--- src/rtl/hash_msg_feeder.sv ---
// Front-end for the full-hash DES-S-box core: takes a length descriptor and a byte
// stream, paces one byte per core slot, waits out the core latency and returns the digest.
module hash_msg_feeder #(
    parameter int DEPTH = 4,
    parameter int LEN_W = 64
) (
    input  logic             clk,
    input  logic             rst_n,
    input  logic             desc_valid,
    output logic             desc_ready,
    input  logic [LEN_W-1:0] desc_len,
    input  logic             in_valid,
    output logic             in_ready,
    input  logic [7:0]       in_data,
    input  logic             in_last,
    output logic             M_valid,
    output logic [7:0]       message,
    output logic [LEN_W-1:0] counter,
    input  logic [31:0]      core_digest,
    input  logic             core_hash_ready,
    output logic             out_valid,
    input  logic             out_ready,
    output logic [31:0]      out_digest,
    output logic             out_len_err,
    output logic             out_sync_err,
    output logic             busy
);

    localparam int AW = (DEPTH > 1) ? $clog2(DEPTH) : 1;
    localparam logic [AW:0] FULL_CNT = (AW + 1)'(DEPTH);

    typedef enum logic [2:0] {
        IDLE  = 3'd0,
        FEED  = 3'd1,
        GAP   = 3'd2,
        DRAIN = 3'd3,
        DONE  = 3'd4
    } state_t;

    state_t state_q, state_d;

    logic [7:0]       fifo_mem [DEPTH];
    logic [AW-1:0]    wr_ptr_q, rd_ptr_q;
    logic [AW:0]      fifo_cnt_q;
    logic             fifo_full, fifo_empty;
    logic [LEN_W-1:0] counter_q, rx_cnt_q, tx_cnt_q;
    logic [1:0]       drain_q;
    logic             m_valid_q;
    logic [7:0]       message_q;
    logic             len_err_q, sync_err_q;
    logic [31:0]      digest_q;
    logic             desc_take, empty_msg, push, pop, capture, last_idx;

    // All three ports (desc, in, out) transfer on a rising edge where valid and ready
    // are both high; ready never depends on the same port's valid.
    assign fifo_full  = (fifo_cnt_q == FULL_CNT);
    assign fifo_empty = (fifo_cnt_q == '0);
    assign desc_ready = (state_q == IDLE);
    assign desc_take  = desc_valid && desc_ready;
    assign empty_msg  = desc_take && (desc_len == '0);
    assign in_ready   = (state_q inside {FEED, GAP, DRAIN}) && !fifo_full && (rx_cnt_q < counter_q);
    assign push       = in_valid && in_ready;
    assign pop        = (state_q == FEED) && !fifo_empty;
    assign capture    = (state_q == DRAIN) && (drain_q == 2'd0);
    assign last_idx   = (rx_cnt_q == counter_q - LEN_W'(1));

    always_comb begin
        state_d = state_q;
        case (state_q)
            IDLE:    if (desc_take) state_d = (desc_len == '0) ? DRAIN : FEED;
            FEED:    if (pop) state_d = GAP;
            GAP:     state_d = (tx_cnt_q < counter_q) ? FEED : DRAIN;
            DRAIN:   if (drain_q == 2'd0) state_d = DONE;
            DONE:    if (out_ready) state_d = IDLE;
            default: state_d = IDLE;
        endcase
    end

    always_ff @(posedge clk or negedge rst_n) begin
        if (!rst_n) state_q <= IDLE;
        else        state_q <= state_d;
    end

    always_ff @(posedge clk or negedge rst_n) begin
        if (!rst_n) begin
            for (int i = 0; i < DEPTH; i++) fifo_mem[i] <= '0;
            wr_ptr_q   <= '0;
            rd_ptr_q   <= '0;
            fifo_cnt_q <= '0;
        end else begin
            if (push) begin
                fifo_mem[wr_ptr_q] <= in_data;
                wr_ptr_q           <= wr_ptr_q + 1'b1;
            end
            if (pop) rd_ptr_q <= rd_ptr_q + 1'b1;
            case ({push, pop})
                2'b10:   fifo_cnt_q <= fifo_cnt_q + 1'b1;
                2'b01:   fifo_cnt_q <= fifo_cnt_q - 1'b1;
                default: fifo_cnt_q <= fifo_cnt_q;
            endcase
        end
    end

    // M_valid is registered, so the pulse appears the cycle after the pop (or descriptor);
    // drain=2 then lines the capture up with the core's digest-valid cycle.
    always_ff @(posedge clk or negedge rst_n) begin
        if (!rst_n) begin
            m_valid_q  <= 1'b0;
            message_q  <= '0;
            counter_q  <= '0;
            rx_cnt_q   <= '0;
            tx_cnt_q   <= '0;
            drain_q    <= '0;
            len_err_q  <= 1'b0;
            sync_err_q <= 1'b0;
            digest_q   <= '0;
        end else begin
            m_valid_q <= pop || empty_msg;
            if (pop)            message_q <= fifo_mem[rd_ptr_q];
            else if (empty_msg) message_q <= 8'h00;
            if (desc_take) begin
                counter_q  <= desc_len;
                rx_cnt_q   <= '0;
                tx_cnt_q   <= '0;
                len_err_q  <= 1'b0;
                sync_err_q <= 1'b0;
            end
            if (push) begin
                rx_cnt_q <= rx_cnt_q + LEN_W'(1);
                if (in_last != last_idx) len_err_q <= 1'b1;
            end
            if (pop) tx_cnt_q <= tx_cnt_q + LEN_W'(1);
            if (empty_msg || (state_q == GAP && state_d == DRAIN)) drain_q <= 2'd2;
            else if (state_q == DRAIN && drain_q != 2'd0)          drain_q <= drain_q - 2'd1;
            if (capture) begin
                digest_q   <= core_digest;
                sync_err_q <= !core_hash_ready;
            end
        end
    end

    assign M_valid      = m_valid_q;
    assign message      = message_q;
    assign counter      = counter_q;
    assign out_valid    = (state_q == DONE);
    assign out_digest   = digest_q;
    assign out_len_err  = len_err_q;
    assign out_sync_err = sync_err_q;
    assign busy         = (state_q != IDLE);

endmodule

--- config.mk ---
export PLATFORM = sky130hd
export DESIGN_NAME = hash_msg_feeder
export DESIGN_NICKNAME = d
export VERILOG_FILES = /design/src/rtl/hash_msg_feeder.sv
export SDC_FILE = /design/constraint.sdc
export NUM_CORES = 1
export LEC_CHECK = 0
export BUFFER_PORTS_ARGS = -buffer_cell sky130_fd_sc_hd__buf_2
export CAP_MARGIN = 20
export CORE_MARGIN = 1
export CORE_UTILIZATION = 64
export DETAILED_ROUTE_END_ITERATION = 6
export PLACE_DENSITY = 0.87
export SYNTH_ARGS = -nofsm -noshare
export SYNTH_HDL_FRONTEND = slang
export SYNTH_SLANG_ARGS = --single-unit
--- constraint.sdc ---
create_clock -name clk -period 10.6 [get_ports clk]
set_input_delay 0 -clock clk [delete_from_list [all_inputs] [get_ports clk]]
set_output_delay 0 -clock clk [all_outputs]
set_load 0.005 [all_outputs]
==> After elaboration in Yosys (flattened, before gate mapping) <==
Index checks and enable logic that the tools add are counted.
{ "totals": {"regBits": 279, "in_bits": 111, "output_inout_bits": 111, "word_cells": 96} }
{ "classes": {"addsub": 8, "order_cmp": 5, "n_eq_ne": 10, "n_mux": 26, "bitwise_logic": 2, "n_reduce_logical": 28} }
{ "op_table": {"columns": ["cell", "n"], "rows": [
  ["64-bit 2-to-1 mux", 3],
  ["64-bit by 1-bit adder with 64-bit output (second input constant)", 2],
  ["64-bit less-than comparator", 2],
  ["64-bit == test", 1],
  ["64-bit zero test", 1],
  ["64-bit by 1-bit subtractor with 64-bit output (second input constant)", 1],
  ["8-bit 2-to-1 mux", 5],
  ["32-bit bitwise mux", 1],
  ["8-bit binary-select mux with 2-bit select", 1],
  ["8-bit demux with 2-bit select", 1],
  ["3-bit case mux with 5 select lines", 1],
  ["2-bit nonzero test", 7],
  ["3-bit 2-to-1 mux", 4],
  ["1-bit logical AND", 10],
  ["3-bit by 2-bit == test with 1-bit output (second input constant)", 3],
  ["2-bit 2-to-1 mux", 4],
  ["3-bit == test (second input constant)", 2],
  ["3-bit greater-or-equal comparator (second input constant)", 2],
  ["3-bit zero test", 2],
  ["2-bit NOT with 3-bit output", 2],
  ["3-bit case mux with 2 select lines", 1],
  ["3-bit nonzero test", 2],
  ["1-bit 2-to-1 mux", 5],
  ["2-bit by 1-bit adder with 2-bit output (second input constant)", 2],
  ["other kinds (11)", 14]
]} }

==> Logic depth before layout (Yosys ltp) <==
{ "depth": {"ltp_word": 9, "ltp_mapped": 17, "mapped_depth_nobuf": 15} }

==> Worst setup path after synthesis <==
No wires, ideal clock.
{ "synth_timing": {"kind": "register to register", "from": "register counter_q[9], in the netlist counter[9]", "to": "register fifo_cnt_q[2]", "setup_time_ns": 0.079, "t_arrival_ns": 3.617, "t_required_ns": 10.521, "setup_slack_ns": 6.904, "path_stages_with_launch": 17, "path_buffers": 2, "period_less_slack_ns": 3.696, "cell_sequence": "dfrtp_1 -> inv_1 -> ha_1 -> nand4_1 -> or4_1 -> a21oi_1 -> o21ai_0 -> a31o_2 -> nand4_1 -> clkbuf_1 -> buf_1 -> ha_1 -> inv_1 -> fa_1 -> xor2_1 -> nor2_1 -> xor2_1"} }
{ "synth_between": {"elab_chain_cells": 5, "elab_cells_between_ends": 7, "cone_classes": "order compare: 1; eq/ne: 2; mux: 1; reduce/logical: 3"} }
{ "synth_lines": {"columns": ["element", "line", "source"], "rows": [
  ["start: declaration", "46", "logic [LEN_W-1:0] counter_q, rx_cnt_q, tx_cnt_q;"],
  ["start signal: assignment", "122", "counter_q <= desc_len;"],
  ["64-bit less-than comparator *", "61", "assign in_ready = (state_q inside {FEED, GAP, DRAIN}) && !fifo_full && (rx_cnt_q < counter_q);"],
  ["1-bit logical AND *", "61", null],
  ["1-bit logical AND *", "62", "assign push = in_valid && in_ready;"],
  ["2-bit by 1-bit == test with 1-bit output / 2-bit == test (equally long branches)", "96", "case ({push, pop})"],
  ["3-bit case mux with 2 select lines / 2-bit nonzero test (equally long branches)", null, null],
  ["end signal: assignment", "97", "2'b10: fifo_cnt_q <= fifo_cnt_q + 1'b1;"],
  ["end signal: assignment", "98", "2'b01: fifo_cnt_q <= fifo_cnt_q - 1'b1;"],
  ["end signal: assignment", "99", "default: fifo_cnt_q <= fifo_cnt_q;"],
  ["end: declaration", "44", "logic [AW:0] fifo_cnt_q;"]
]} }
Every way passes the cells marked *; elsewhere a longest branch is shown, timed or not.
A chain may end at the register's enable or synchronous reset.

==> Worst setup path after layout <==
{ "layout_timing": {"from": "register counter_q[46], in the netlist counter[46]", "to": "register rx_cnt_q[10]"} }
{ "layout_between": {"elab_chain_cells": 4, "elab_cells_between_ends": 5, "cone_classes": "order compare: 1; mux: 1; reduce/logical: 3"} }
{ "layout_lines": {"columns": ["element", "line", "source"], "rows": [
  ["64-bit less-than comparator *", "61", null],
  ["1-bit logical AND *", "61", null],
  ["1-bit logical AND *", "62", null],
  ["64-bit 2-to-1 mux / 2-bit nonzero test (equally long branches)", null, null],
  ["end signal: assignment", "129", "rx_cnt_q <= rx_cnt_q + LEN_W'(1);"],
  ["end: declaration", "46", null]
]} }
Marks and branches as above.

==> metrics.md <==
| Metric | Value |
|---|---|
| Fmax achieved | 219 MHz |
| Syn_area_per_cell | 9.15 um^2 |
| CTS tree | yes |
| Total congestion overflow | 0 |
| Post-synth top area share | 38.9% |
| Failing checks | negative hold slack |
| Cell taking the most area after synthesis | dfrtp_1 |
| Die H | 169 um |
| Total number of vias | 18400 |
| Ys async rst share | 100% |
| RR Endpoint | rx_cnt_q[10] |
| R2r setup slk | 6.04 ns |
| Initial DRC Count | 2530 |
| Layout cells sized above 1 | 17.3% |
| Clk slew on worst S/H paths | 0.06 ns |
| Worst r2r src | counter[46] |
| Vias in the first global route | 18200 |
| Peak supply drop | 0.241 mV |
| Post-synth cell types | 76 |
| Cell leakage power | 0.00998 uW |
| Clock latency on the worst-skew pair | 0.61 ns |
| Final setup fails | 0 |
| Post-CTS Setup Inserts | 0 |
| CTS Buffer Depth | 3 |
| Period Utilization, post-route | 43.0% |
| Starting Density | 65.8% |
| Global Route Usage Sum | 47.2% |
| CP Data Required Time | 11.04 ns |
| DIE WIDTH | 169 um |
| CTS buffer count | 30 |
| Initial DRT Pass Iterations | 6 |
| Post-DP HPWL | 44.5 mm |
| Synth warn | 0 |
| RePlAce Congestion | 1.08 |
| Critical path peak fanout | 33 |
| Hold Fails Final Rpt | 3 |
| Post-synth EDFFs | 0 |
| Fin area | 0.0215 mm^2 |
| HP Class | primary input to asynchronous set/reset pin |
| Sum of negative setup slack | 0 ns |
| Fillers | 1741 |
| Port bufs | 221 |
| Post-DP Area | 0.0193 mm^2 |
| Multi-input gate area | 0.0103 mm^2 |
| Status | complete, but fails checks |
| #FFs+latches synth | 279 |
| Period minus WS final | 4.56 ns |
| Pin count of the biggest net entering global routing | 122 |
| Reg area | 0.00698 mm^2 |
| Final Skew | 0.0513 ns |
| Initial antenna violation count | 2 |
| Top post-synthesis cells by area | dfrtp_1 39%, ha_1 9.5%, o21ai_0 6.2%, nand2_1 4.3%, mux2_2 4.3% |
| Global-route wire length before repair | 103 mm |
| Area Growth Syn to Fin | 20.1% |
| Setup crit start kind | flip-flop |
| Final hold slack | -0.00592 ns |
| H-tree depth | 1 |
| Area of the core | 0.0273 mm^2 |
| Worst Setup Path Type | flip-flop to flip-flop |
| Overall power | 5340 uW |
| PwrDens | 248 mW/mm^2 |
| Routed len/inst | 25.4 um |
| Sequential share of the synthesized area | 38.9% |
| Setup crit end kind | flip-flop |
| Slew margin rel. | 21.5% |
| Pins Over Slew Limit | 0 |
| CP arrival | 5.00 ns |
| Synthesized area | 0.0179 mm^2 |
| DRC errors left | 0 |
| Routed wire length | 67.6 mm |
| R2r worst-path depth | 13 |
| Worst slew pin tran | 1.17 ns |
| Die ar. | 0.0287 mm^2 |
| Finished Core Util | 79.0% |
| Cells after Synth | 1960 |
| Syn nets | 2208 |
| Detail Route Antenna Nets | 0 |
| CTS Sinks | 279 |
| Ys flop type | dfrtp_1 |
| Resized Gates After CTS | 0 |
| Via/cell ratio | 6.92 |
| RSZ-0062 raised after global routing | false |
| Max_cap viols | 0 |
| Core Rows | 60 |
| Ports | 222 |
| Final #Nets | 2507 |
| Clock Root Buffer | clkbuf_16 |
-- cells in the mapped netlist (44+ instances only) --
master / count
inv_1: 90
and3_1: 50
clkbuf_1: 68
nand4_1: 57
dfrtp_1: 279
o31ai_1: 48
mux2_2: 68
nor2_1: 100
xnor2_1: 53
nand3_1: 126
a21oi_1: 51
nand2_1: 206
ha_1: 136
nor4_1: 44
o21ai_0: 221
-- how the worst max path moves through the flow --
stage	start	to	slack, ns	depth (start not counted)
2_1_floorplan	counter[9]	fifo_cnt_q[2]	6.90	16
3_3_place_gp	counter[47]	rx_cnt_q[57]	6.23	12
3_5_place_dp	counter[47]	rx_cnt_q[14]	6.19	13
4_1_cts	counter[47]	rx_cnt_q[57]	6.13	13
5_1_grt	counter[47]	rx_cnt_q[13]	5.83	13
6_report	counter[46]	rx_cnt_q[10]	6.04	13
-- critical path, cell delays in order, from the launching register on --
cell	delay, ns
dfrtp_1	0.48
inv_1	0.22
ha_1	0.36
nand4_1	0.12
or2_2	0.35
nor4_1	0.43
o21ai_0	0.18
a21oi_1	0.16
o21ai_0	0.11
and3_1	0.55
a21oi_4	0.76
buf_4	0.45
o21ai_0	0.16
o41ai_1	0.09
-- where the power goes --
group	switching [uW]	total (uW)	leakage, uW	internal [uW]
registers	438	1810	0.00360	1370
logic	1460	2380	0.00586	914
clock network	466	1150	0.000516	685
-- through the flow --
| stage | worst slack [ns] | cells |
|---|---|---|
| 3_5_place_dp | 6.19 | 2488 |
| 4_1_cts | 6.13 | 2651 |
| 3_3_place_gp | 6.23 | 2488 |
| 5_1_grt | 5.83 | 2653 |
| 2_1_floorplan | 6.90 | 1960 |
| 6_report | 6.04 | 2655 |
-- per-layer routing --
layer	global-route usage [%]	part of all wire, %	up-vias
met1	58.4	36	8762
met3	11.6	12	374
met5	0	0.016	-
li1	-	-	7822
met4	29.2	7.4	2
met2	74.6	45	1419
-- flip-flops by register name, summed over array words and instances, names as in the netlist --
signal	count
message	8
tx_cnt_q	64
out_digest	32
counter	64
fifo_mem	32
drain_q	2
out_sync_err	1
state_q	3
wr_ptr_q	2
fifo_cnt_q	3
rd_ptr_q	2
out_len_err	1
M_valid	1
rx_cnt_q	64
-- timing repair --
action | in CTS | in global routing
hold endpoints to repair | 223 | 0
hold buffers | 110 | 0
endpoints found under the setup margin | 0 | 0
-- layout make-up --
class / instances / share of cell area (%)
Clock buffer: 44 / 4.01
Sequential cell: 279 / 32.4
Timing Repair Buffer: 346 / 10.9
Inverter: 91 / 1.59
Antenna cell: 3 / 0.0348
Clock inverter: 9 / 0.924
Multi-Input combinational cell: 1511 / 48.0
Tap cell: 372 / 2.16
-- layout by cell type, fill, tap and decap left out, types with 53 or more instances in the layout --
| master | n |
|---|---|
| nor2_1 | 100 |
| xnor2_1 | 53 |
| nand2_1 | 205 |
| nand4_1 | 57 |
| buf_2 | 220 |
| dfrtp_1 | 279 |
| dlygate4sd3_1 | 110 |
| nand3_1 | 126 |
| inv_1 | 90 |
| o21ai_0 | 221 |
| mux2_2 | 68 |
| ha_1 | 136 |
-- cell families after synthesis --
group	Yosys count	share of synthesized area, %
AOI/OAI and AO/OA	462	15.9
xor gates and xnor gates	89	4.43
adders and majority gates	137	9.60
buffers and inverters	170	3.58
DFF	279	38.9
muxes	99	6.56
and+or+nand+nor	724	21.1
Power figures use the tool's default switching activity.
